<file path="src/rtl/reg_pipe_stage.sv">
// Elastic pipeline-stage register: DEPTH-entry FIFO with valid/ready handshake,
// synchronous reset/set that load programmable values onto dataout.
module reg_pipe_stage #(
    parameter int               WIDTH       = 9,
    parameter int               DEPTH       = 2,
    parameter logic [WIDTH-1:0] RESET_VALUE = 9'h004,
    parameter logic [WIDTH-1:0] SET_VALUE   = 9'h1FB
) (
    input  logic                         clock,
    input  logic                         reset,
    input  logic                         set,
    input  logic                         enable,
    input  logic [WIDTH-1:0]             datain,
    input  logic                         in_valid,
    output logic                         in_ready,
    output logic [WIDTH-1:0]             dataout,
    output logic                         out_valid,
    input  logic                         out_ready,
    output logic [$clog2(DEPTH+1)-1:0]   count
);

    localparam int PTR_W = (DEPTH > 1) ? $clog2(DEPTH) : 1;
    localparam int CNT_W = $clog2(DEPTH + 1);
    localparam logic [PTR_W-1:0] PTR_LAST = PTR_W'(DEPTH - 1);
    localparam logic [CNT_W-1:0] CNT_FULL = CNT_W'(DEPTH);

    logic [WIDTH-1:0] mem_q [DEPTH];
    logic [PTR_W-1:0] wr_ptr_q, wr_ptr_d;
    logic [PTR_W-1:0] rd_ptr_q, rd_ptr_d;
    logic [CNT_W-1:0] count_q, count_d;
    logic [WIDTH-1:0] last_q, last_d;
    logic             push;
    logic             pop;

    // Explicit wrap so non-power-of-2 depths never index past the last entry.
    function automatic logic [PTR_W-1:0] ptr_inc(input logic [PTR_W-1:0] p);
        return (p == PTR_LAST) ? '0 : p + 1'b1;
    endfunction

    assign in_ready  = enable & (count_q < CNT_FULL);
    assign out_valid = enable & (count_q != '0);
    assign push      = in_valid & in_ready;
    assign pop       = out_valid & out_ready;
    assign count     = count_q;
    // When empty, show the last popped beat (or the reset/set value) so dataout is never X.
    assign dataout   = (count_q != '0) ? mem_q[rd_ptr_q] : last_q;

    always_comb begin
        wr_ptr_d = wr_ptr_q;
        rd_ptr_d = rd_ptr_q;
        count_d  = count_q;
        last_d   = last_q;
        if (push) begin
            wr_ptr_d = ptr_inc(wr_ptr_q);
        end
        if (pop) begin
            rd_ptr_d = ptr_inc(rd_ptr_q);
            last_d   = mem_q[rd_ptr_q];
        end
        case ({push, pop})
            2'b10:   count_d = count_q + 1'b1;
            2'b01:   count_d = count_q - 1'b1;
            default: count_d = count_q;
        endcase
    end

    always_ff @(posedge clock) begin
        if (reset) begin
            wr_ptr_q <= '0;
            rd_ptr_q <= '0;
            count_q  <= '0;
            last_q   <= RESET_VALUE;
        end else if (set) begin
            wr_ptr_q <= '0;
            rd_ptr_q <= '0;
            count_q  <= '0;
            last_q   <= SET_VALUE;
        end else begin
            wr_ptr_q <= wr_ptr_d;
            rd_ptr_q <= rd_ptr_d;
            count_q  <= count_d;
            last_q   <= last_d;
        end
    end

    always_ff @(posedge clock) begin
        if (!reset && !set && push) begin
            mem_q[wr_ptr_q] <= datain;
        end
    end

endmodule

</file>
<file path="config.mk">
export PLATFORM = sky130hd
export DESIGN_NAME = reg_pipe_stage
export DESIGN_NICKNAME = d
export VERILOG_FILES = /design/src/rtl/reg_pipe_stage.sv
export SDC_FILE = /design/constraint.sdc
export NUM_CORES = 1
export LEC_CHECK = 0
export BUFFER_PORTS_ARGS = -buffer_cell sky130_fd_sc_hd__buf_2
export CORE_MARGIN = 4
export CORE_UTILIZATION = 50
export DETAILED_ROUTE_END_ITERATION = 10
export PLACE_DENSITY = 0.8
export SYNTH_ARGS = -nofsm -noshare
export SYNTH_HDL_FRONTEND = slang
export SYNTH_SLANG_ARGS = --single-unit
</file>
<file path="constraint.sdc">
create_clock -name clock -period 4.75 [get_ports clock]
set_input_delay 0.2375 -clock clock [delete_from_list [all_inputs] [get_ports clock]]
set_output_delay 0.2375 -clock clock [all_outputs]
set_load 0.05 [all_outputs]
</file>
==> impl_results.html, run 1 <==
<table>
<tr><th>Metric</th><th>Value</th></tr>
<tr><th colspan="2">Placement</th></tr>
<tr><td>Worst setup slack before clock tree synthesis</td><td>2840 ps</td></tr>
<tr><td>Total cell area at the placement stage</td><td>1460 µm²</td></tr>
<tr><td>Number of port buffers</td><td>27</td></tr>
<tr><td>Routability cong.</td><td>0.769</td></tr>
<tr><td>Post-detail-place hpwl</td><td>1650 µm</td></tr>
<tr><td>DP Cell Count</td><td>155</td></tr>
<tr><th colspan="2">Timing</th></tr>
<tr><td>Setup TNS</td><td>0 ps</td></tr>
<tr><td>Tightest Pin Transition</td><td>~1000 ps</td></tr>
<tr><td>Worst max-slew margin expressed relative to the limit</td><td>32.5%</td></tr>
<tr><td>Final worst setup slack</td><td>2830 ps</td></tr>
<tr><td>Share of the clock period used by the worst path after layout</td><td>40.5%</td></tr>
<tr><td>Final hold violation count</td><td>0</td></tr>
<tr><td>Final critical delay including setup and external delays</td><td>between 1500 and 2000 ps</td></tr>
<tr><td>Fmax achieved</td><td>520 MHz</td></tr>
<tr><td>Skew final</td><td>12.7 ps</td></tr>
<tr><td>Unrepaired setup endpoints after global routing</td><td>false</td></tr>
<tr><td>Total count of max-transition violations in the final report</td><td>0</td></tr>
<tr><td>Setup Viol. Count Final</td><td>0</td></tr>
<tr><th colspan="2">Layout</th></tr>
<tr><td>Most frequent cells in the layout</td><td>sky130_fd_sc_hd__buf_2, sky130_fd_sc_hd__edfxtp_1, sky130_fd_sc_hd__dfxtp_1</td></tr>
<tr><td>Layout area overhead</td><td>15.3%</td></tr>
<tr><td>Cell area after layout</td><td>approximately 1500 µm²</td></tr>
<tr><td>Proportion of layout cells with a drive suffix above 1</td><td>28.6%</td></tr>
<tr><td>Layout Cells excl Fill</td><td>163</td></tr>
<tr><td>N_diodes</td><td>0</td></tr>
<tr><td>Commonest non-fill, non-tap cell in the layout</td><td>sky130_fd_sc_hd__buf_2</td></tr>
<tr><td>Net count of the finished layout</td><td>148</td></tr>
<tr><th colspan="2">Worst setup path</th></tr>
<tr><td>Biggest cell delay along the critical path</td><td>880 ps</td></tr>
<tr><td>Arrival time reported for the critical path endpoint</td><td>1870 ps</td></tr>
<tr><td>Critical path buffer and inverter count</td><td>0</td></tr>
<tr><td>Setup Crit Path Kind</td><td>flip-flop to flip-flop</td></tr>
<tr><td>Number of logic stages on the critical path including buffering</td><td>2</td></tr>
<tr><td>Startpoint type of the worst setup path</td><td>flip-flop</td></tr>
<tr><td>Critical path required time</td><td>about 4700 ps</td></tr>
<tr><td>Maximum fanout count along the critical path</td><td>9</td></tr>
<tr><td>Critical-path cell with the highest stage delay</td><td>sky130_fd_sc_hd__nor4b_2</td></tr>
<tr><td>R2r worst-path depth</td><td>2</td></tr>
<tr><td>Crit path max-delay family</td><td>simple AND/OR/NAND/NOR gates</td></tr>
<tr><td>CP Capture Type</td><td>flip-flop</td></tr>
<tr><td>Worst setup slack for register-to-register paths</td><td>2830 ps</td></tr>
<tr><td>Sequence of cells on the critical path</td><td>nand3b_1 &gt; nor4b_2</td></tr>
<tr><th colspan="2">CTS</th></tr>
<tr><td>Post-CTS Hold Buffers</td><td>0</td></tr>
<tr><td>Clock tree root driver cell</td><td>sky130_fd_sc_hd__clkbuf_4</td></tr>
<tr><td>Clock Sink Count</td><td>32</td></tr>
<tr><td>Register clock-pin slew on the reported worst setup and hold paths</td><td>90 ps</td></tr>
<tr><td>Largest buffer count on any clock path</td><td>2</td></tr>
<tr><td>Count of cells resized by post-cts repair</td><td>0</td></tr>
<tr><td>Source-to-sink clock delay at the later pin of the worst-skew pair</td><td>330 ps</td></tr>
<tr><td>Number of H-tree levels</td><td>2</td></tr>
<tr><td>Num CTS Buffers</td><td>5</td></tr>
<tr><td>Setup fix buffers added after clock tree synthesis</td><td>0</td></tr>
<tr><td>Clock tree from TritonCTS</td><td>done</td></tr>
<tr><th colspan="2">Run status</th></tr>
<tr><td>Outcome</td><td>complete, no violations</td></tr>
<tr><th colspan="2">Global routing</th></tr>
<tr><td>First-pass GRT wire length</td><td>4030 µm</td></tr>
<tr><td>Via count of the first global-routing pass</td><td>900</td></tr>
<tr><td>Number of antenna violations at the first check in global routing</td><td>0</td></tr>
<tr><td>Sum of overflow across all layers after global routing</td><td>0</td></tr>
<tr><td>Overall global routing resource usage</td><td>between 15 and 20%</td></tr>
<tr><td>Largest net degree at the start of global routing</td><td>20</td></tr>
<tr><th colspan="2">Routing</th></tr>
<tr><td>Wire per inst</td><td>15.4 µm</td></tr>
<tr><td>First-pass iteration count of the detailed router</td><td>4</td></tr>
<tr><td>Post-detailed-route DRC marker count</td><td>0</td></tr>
<tr><td>Mean number of vias per cell</td><td>5.55</td></tr>
<tr><td>Remaining number of nets flagged by the antenna check after routing</td><td>0</td></tr>
<tr><td>Initial detailed-routing violation count</td><td>23</td></tr>
<tr><td>Final wirelength</td><td>approximately 2500 µm</td></tr>
<tr><td>Vias after detailed routing</td><td>904</td></tr>
<tr><th colspan="2">Power and ir drop</th></tr>
<tr><td>Leakage power figure</td><td>about 0.00055 µW</td></tr>
<tr><td>Pwr Density</td><td>358 nW/µm²</td></tr>
<tr><td>Maximum VDD drop</td><td>between 0.2 and 0.25 mV</td></tr>
<tr><td>Total Power Consumption</td><td>544 µW</td></tr>
<tr><th colspan="2">Logic synthesis</th></tr>
<tr><td>Number of library cell types mapped by synthesis</td><td>27</td></tr>
<tr><td>Post-Synth XOR/XNOR Area</td><td>under 10%</td></tr>
<tr><td>Synth Area in Simple Gates</td><td>8.09%</td></tr>
<tr><td>Fraction of the yosys area taken by sequential cells</td><td>62.4%</td></tr>
<tr><td>Fraction of the mapped netlist area in compound gates</td><td>~15%</td></tr>
<tr><td>Portion of netlist area occupied by mux cells</td><td>6.85%</td></tr>
<tr><td>Number of standard cells after synthesis</td><td>about 110</td></tr>
<tr><td>Largest family of logic cells by synthesized area</td><td>compound AO/OA/AOI/OAI gates</td></tr>
<tr><td>Post-synthesis share of cell area spent on full adders, half adders and majority gates</td><td>0.951%</td></tr>
<tr><td>Number of nets produced by synthesis</td><td>122</td></tr>
<tr><td>Synth Register Bits</td><td>32</td></tr>
<tr><td>Synth warnings</td><td>0</td></tr>
<tr><td>Post-Synthesis Mean Instance Area</td><td>about 12 µm²</td></tr>
<tr><td>Cell Area, Synth</td><td>1320 µm²</td></tr>
<tr><th colspan="2">Floorplanning</th></tr>
<tr><td>Initial Utilization</td><td>around 53%</td></tr>
<tr><td>Die Span X</td><td>approximately 60 µm</td></tr>
<tr><td>Core outline area</td><td>2500 µm²</td></tr>
<tr><td>Die outline area</td><td>roughly 3500 µm²</td></tr>
<tr><td>Number of top-level pins</td><td>28</td></tr>
<tr><td>Standard-cell rows</td><td>18</td></tr>
<tr><td>Die Y-Extent</td><td>between 50 and 60 µm</td></tr>
<tr><th colspan="2">Hold path</th></tr>
<tr><td>Class of the tightest hold or removal check</td><td>primary input to flip-flop</td></tr>
<tr><td>Hold Crit Depth</td><td>1</td></tr>
<tr><th colspan="2">Job</th></tr>
<tr><td>Number of max-capacitance violations reported</td><td>0</td></tr>
</table>
cell usage after synthesis, drive strengths merged:
cell | count | area (µm²)
xor2 | 2 | 17.5
edfxtp | 18 | 541
and2 | 1 | 6.26
ha | 1 | 12.5
nor4 | 1 | 6.26
clkinv | 1 | 3.75
o211ai | 1 | 12.5
a21oi | 9 | 45.0
a311o | 1 | 10.0
clkbuf | 3 | 11.3
buf | 5 | 31.3
o21ai | 1 | 5.00
o31a | 8 | 70.1
nor2b | 1 | 6.26
a211oi | 1 | 7.51
xnor2 | 2 | 17.5
nor4b | 1 | 8.76
or3 | 1 | 6.26
mux2i | 9 | 90.1
nor2 | 9 | 33.8
nand3b | 1 | 7.51
or2 | 1 | 6.26
inv | 1 | 3.75
nor3 | 5 | 25.0
a31oi | 8 | 50.1
dfxtp | 14 | 280
area by class of cell:
class	instances	area, µm²
sequential	32	821
fill	201	983
inverter	2	7.51
multi-input combinational	64	457
timing repair buffer	27	135
tap	30	37.5
clock buffer	8	58.8
final timing paths:
path                           from                endpoint
max           count[1]$_SDFFE_PP0P_   mem_q[1][3]$_DFFE_PP_
min                       datain[5]   mem_q[0][5]$_DFFE_PP_
max reg2reg   count[1]$_SDFFE_PP0P_   mem_q[1][3]$_DFFE_PP_
min reg2reg  last_q[4]$_SDFFE_PP0P_  last_q[4]$_SDFFE_PP0P_
power by group:
part | switching, µW | internal, µW
logic | 58.9 | 22.8
registers | 4.81 | 300
clock network | 83.7 | 73.0
flip-flops by register name, summed over array words and instances (netlist names), named ones only:
signal    count
wr_ptr_q      1
last_q        9
mem_q        18
rd_ptr_q      1
count         2
kinds of logic after synthesis:
| family | Yosys count |
|---|---|
| XOR/XNOR | 4 |
| AND/OR/NAND/NOR | 21 |
| buffers and inverters | 10 |
| adder cells (fa/ha/maj) | 1 |
| multiplexers | 9 |
| AO/OA/AOI/OAI | 29 |
| flip-flops | 32 |
through the flow:
step	util (%)	hold slack (ps)
after floorplan	-	336
after global placement	58.3	425
after detailed placement	58.3	429
after CTS	60.7	87.6
after global routing	60.7	72.0
final	60.7	95.7
metal layers:
| layer | share of wire (%) | vias up | GRT usage (%) |
|---|---|---|---|
| li1 | - | 454 | - |
| met1 | 42 | 423 | 18.0 |
| met2 | 51 | 22 | 26.8 |
| met3 | 5.7 | 5 | 6.75 |
| met4 | 1.6 | 0 | 6.80 |
| met5 | 0 | - | 0 |
No activity file was read; power rests on OpenSTA's default activity.
==> inputs of run 2 (changes only) <==
Settings changed: CORE_UTILIZATION 50 to 47, PLACE_DENSITY 0.8 to 0.79.
Clock period 4.75 ns to 1.6 ns, I/O delays scaled along.
==> run 2 against run 1 <==
Final area increased by 27%; via count rose by 16%; non-clock buffer count grew 19; largest cell class unchanged; routed wire length grew 19%; clock skew is 9.7 ps lower; critical endpoint is now mem_q[1][4]$_DFFE_PP_; highest routed layer unchanged; worst hold slack gained 80 ps.
==> impl_results.html, run 2 (synthesis gave the netlist of run 1 again) <==
<table>
<tr><th>Metric</th><th>Value</th></tr>
<tr><th colspan="2">Worst setup path</th></tr>
<tr><td>Critical path buffer and inverter count</td><td>2</td></tr>
<tr><td>Arrival time reported for the critical path endpoint</td><td>1600 ps</td></tr>
<tr><td>Maximum fanout count along the critical path</td><td>5</td></tr>
<tr><td>Biggest cell delay along the critical path</td><td>~380 ps</td></tr>
<tr><td>Setup Crit Path Kind</td><td>flip-flop to flip-flop</td></tr>
<tr><td>CP Capture Type</td><td>flip-flop</td></tr>
<tr><td>Sequence of cells on the critical path</td><td>nand3b_1 &gt; buf_6 &gt; nor4b_4 &gt; buf_4</td></tr>
<tr><td>Startpoint type of the worst setup path</td><td>flip-flop</td></tr>
<tr><td>Critical-path cell with the highest stage delay</td><td>sky130_fd_sc_hd__dfxtp_4</td></tr>
<tr><td>Crit path max-delay family</td><td>simple AND/OR/NAND/NOR gates</td></tr>
<tr><td>Critical path required time</td><td>1640 ps</td></tr>
<tr><th colspan="2">Floorplanning</th></tr>
<tr><td>Standard-cell rows</td><td>18</td></tr>
<tr><td>Initial Utilization</td><td>roughly half</td></tr>
<tr><td>Die Span X</td><td>60.9 µm</td></tr>
<tr><td>Core outline area</td><td>2570 µm²</td></tr>
<tr><td>Number of top-level pins</td><td>28</td></tr>
<tr><td>Die outline area</td><td>3710 µm²</td></tr>
<tr><td>Die Y-Extent</td><td>between 60 and 70 µm</td></tr>
<tr><th colspan="2">Layout</th></tr>
<tr><td>Layout area overhead</td><td>46.4%</td></tr>
<tr><td>Most frequent cells in the layout</td><td>sky130_fd_sc_hd__buf_2, sky130_fd_sc_hd__edfxtp_1, sky130_fd_sc_hd__dfxtp_1, sky130_fd_sc_hd__dlygate4sd3_1, sky130_fd_sc_hd__buf_4</td></tr>
<tr><td>Net count of the finished layout</td><td>between 150 and 200</td></tr>
<tr><td>N_diodes</td><td>0</td></tr>
<tr><td>Max FFs per register</td><td>18</td></tr>
<tr><td>Proportion of layout cells with a drive suffix above 1</td><td>approximately half</td></tr>
<tr><td>Largest register by flop count</td><td>mem_q</td></tr>
<tr><td>Commonest non-fill, non-tap cell in the layout</td><td>sky130_fd_sc_hd__buf_2</td></tr>
<tr><td>Cell area after layout</td><td>~1900 µm²</td></tr>
<tr><th colspan="2">Timing</th></tr>
<tr><td>Fmax achieved</td><td>640 MHz</td></tr>
<tr><td>Skew final</td><td>2.98 ps</td></tr>
<tr><td>Tightest Pin Transition</td><td>391 ps</td></tr>
<tr><td>Hold slack final</td><td>175 ps</td></tr>
<tr><td>Share of the clock period used by the worst path after layout</td><td>97.7%</td></tr>
<tr><td>Final hold violation count</td><td>0</td></tr>
<tr><td>Unrepaired setup endpoints after global routing</td><td>true</td></tr>
<tr><td>Setup Viol. Count Final</td><td>0</td></tr>
<tr><td>Worst max-slew margin expressed relative to the limit</td><td>between 70% and 80%</td></tr>
<tr><td>Final critical delay including setup and external delays</td><td>1560 ps</td></tr>
<tr><td>Total count of max-transition violations in the final report</td><td>0</td></tr>
<tr><th colspan="2">Placement</th></tr>
<tr><td>Routability cong.</td><td>0.743</td></tr>
<tr><td>Post-detail-place hpwl</td><td>1950 µm</td></tr>
<tr><td>Total cell area at the placement stage</td><td>between 1500 and 2000 µm²</td></tr>
<tr><td>Number of port buffers</td><td>27</td></tr>
<tr><th colspan="2">Global routing</th></tr>
<tr><td>Number of antenna violations at the first check in global routing</td><td>0</td></tr>
<tr><td>Largest net degree at the start of global routing</td><td>18</td></tr>
<tr><td>Met2 Use GR</td><td>29.9%</td></tr>
<tr><td>Grt met3 use</td><td>5.11%</td></tr>
<tr><td>Sum of overflow across all layers after global routing</td><td>0</td></tr>
<tr><td>Global-route track usage on met1</td><td>between 20% and 30%</td></tr>
<tr><td>First-pass GRT wire length</td><td>roughly 4700 µm</td></tr>
<tr><td>Overall global routing resource usage</td><td>17.5%</td></tr>
<tr><td>Via count of the first global-routing pass</td><td>1,027</td></tr>
<tr><td>Global routing's busiest layer</td><td>met2</td></tr>
<tr><th colspan="2">Routing</th></tr>
<tr><td>Remaining number of nets flagged by the antenna check after routing</td><td>0</td></tr>
<tr><td>Wire per inst</td><td>roughly 16 µm</td></tr>
<tr><td>First-pass iteration count of the detailed router</td><td>4</td></tr>
<tr><td>Initial detailed-routing violation count</td><td>44</td></tr>
<tr><td>Mean number of vias per cell</td><td>between 5 and 6</td></tr>
<tr><td>Post-detailed-route DRC marker count</td><td>0</td></tr>
<tr><td>Vias after detailed routing</td><td>1,050</td></tr>
<tr><td>Final wirelength</td><td>between 2000 and 3000 µm</td></tr>
<tr><th colspan="2">CTS</th></tr>
<tr><td>Register clock-pin slew on the reported worst setup and hold paths</td><td>90 ps</td></tr>
<tr><td>Clock tree root driver cell</td><td>sky130_fd_sc_hd__clkbuf_4</td></tr>
<tr><td>Largest buffer count on any clock path</td><td>2</td></tr>
<tr><td>Number of H-tree levels</td><td>2</td></tr>
<tr><td>Clock Sink Count</td><td>32</td></tr>
<tr><td>Source-to-sink clock delay at the later pin of the worst-skew pair</td><td>approximately 310 ps</td></tr>
<tr><td>Num CTS Buffers</td><td>5</td></tr>
<tr><td>Clock tree from TritonCTS</td><td>done</td></tr>
<tr><th colspan="2">Job</th></tr>
<tr><td>Number of max-capacitance violations reported</td><td>0</td></tr>
<tr><th colspan="2">Run status</th></tr>
<tr><td>Outcome</td><td>complete, no violations</td></tr>
<tr><th colspan="2">Power and ir drop</th></tr>
<tr><td>Maximum VDD drop</td><td>0.910 mV</td></tr>
<tr><td>Pwr Density</td><td>859 nW/µm²</td></tr>
<tr><td>Leakage power figure</td><td>between 0.0006 and 0.0007 µW</td></tr>
<tr><th colspan="2">Hold path</th></tr>
<tr><td>Class of the tightest hold or removal check</td><td>primary input to flip-flop</td></tr>
</table>
## run 2: changes by cell type in the layout (fill, tap and decap cells not counted), sizes merged
cell	change
or2	+1
buf	+8
clkinvlp	+1
clkinv	+1
dlygate4sd3	+9
## run 2: repair_timing
action,in CTS,in global routing
setup buffers,0,2
gates resized for setup,11,18
cloned,1,0
hold endpoints to repair,18,0
pin swaps,1,2
setup endpoints to repair,11,18
hold buffers,9,0
## run 2: where the power goes
| group | leakage (µW) | total, µW | internal (µW) | switching [µW] |
|---|---|---|---|---|
| logic | 0.000371 | 324 | 118 | 206 |
| clock network | 0.0000259 | 424 | 167 | 257 |
| registers | 0.000281 | 906 | 888 | 18.0 |
## run 2: final timing paths
check	from	to	slack, ps	depth (start not counted)
setup reg to reg	count[1]$_SDFFE_PP0P_	mem_q[1][4]$_DFFE_PP_	40	4
setup / recovery	count[1]$_SDFFE_PP0P_	mem_q[1][4]$_DFFE_PP_	40	4
hold / removal	reset	count[1]$_SDFFE_PP0P_	180	2
hold reg to reg	last_q[7]$_SDFFE_PP0P_	last_q[7]$_SDFFE_PP0P_	490	1
## run 2: worst reg2reg max path: stages, from the launching register on
cell and delay, ps:
sky130_fd_sc_hd__dfxtp_4 380, sky130_fd_sc_hd__nand3b_1 250, sky130_fd_sc_hd__buf_6 190, sky130_fd_sc_hd__nor4b_4 260, sky130_fd_sc_hd__buf_4 210
## run 2: metal layers
| layer | vias up | share of wire [%] |
|---|---|---|
| met3 | 2 | 6.0 |
| met5 | - | 0 |
| met4 | 0 | 0.27 |
| met2 | 32 | 53 |
| li1 | 502 | - |
| met1 | 514 | 40 |
## run 2: final cells by class
cell class | instances | area (µm²)
clock buffers | 6 | 41.3
clock inverters | 2 | 11.3
fillers | 168 | 642
inverters | 2 | 7.51
multi-input cells | 65 | 677
flip-flops and latches | 32 | 832
well taps | 30 | 37.5
repair buffers | 46 | 319
## run 2: stage by stage
stage	setup WS [ps]	total power, µW	utilization, %	std cells	setup TNS (ps)
2_1_floorplan	-112	1140	-	106	-654
3_3_place_gp	77.5	1200	63.9	163	0
3_5_place_dp	14.0	1210	63.9	163	0
4_1_cts	0.544	1650	71.7	181	0
5_1_grt	-43.5	1730	75.0	183	-144
6_report	37.1	1650	75.0	183	0
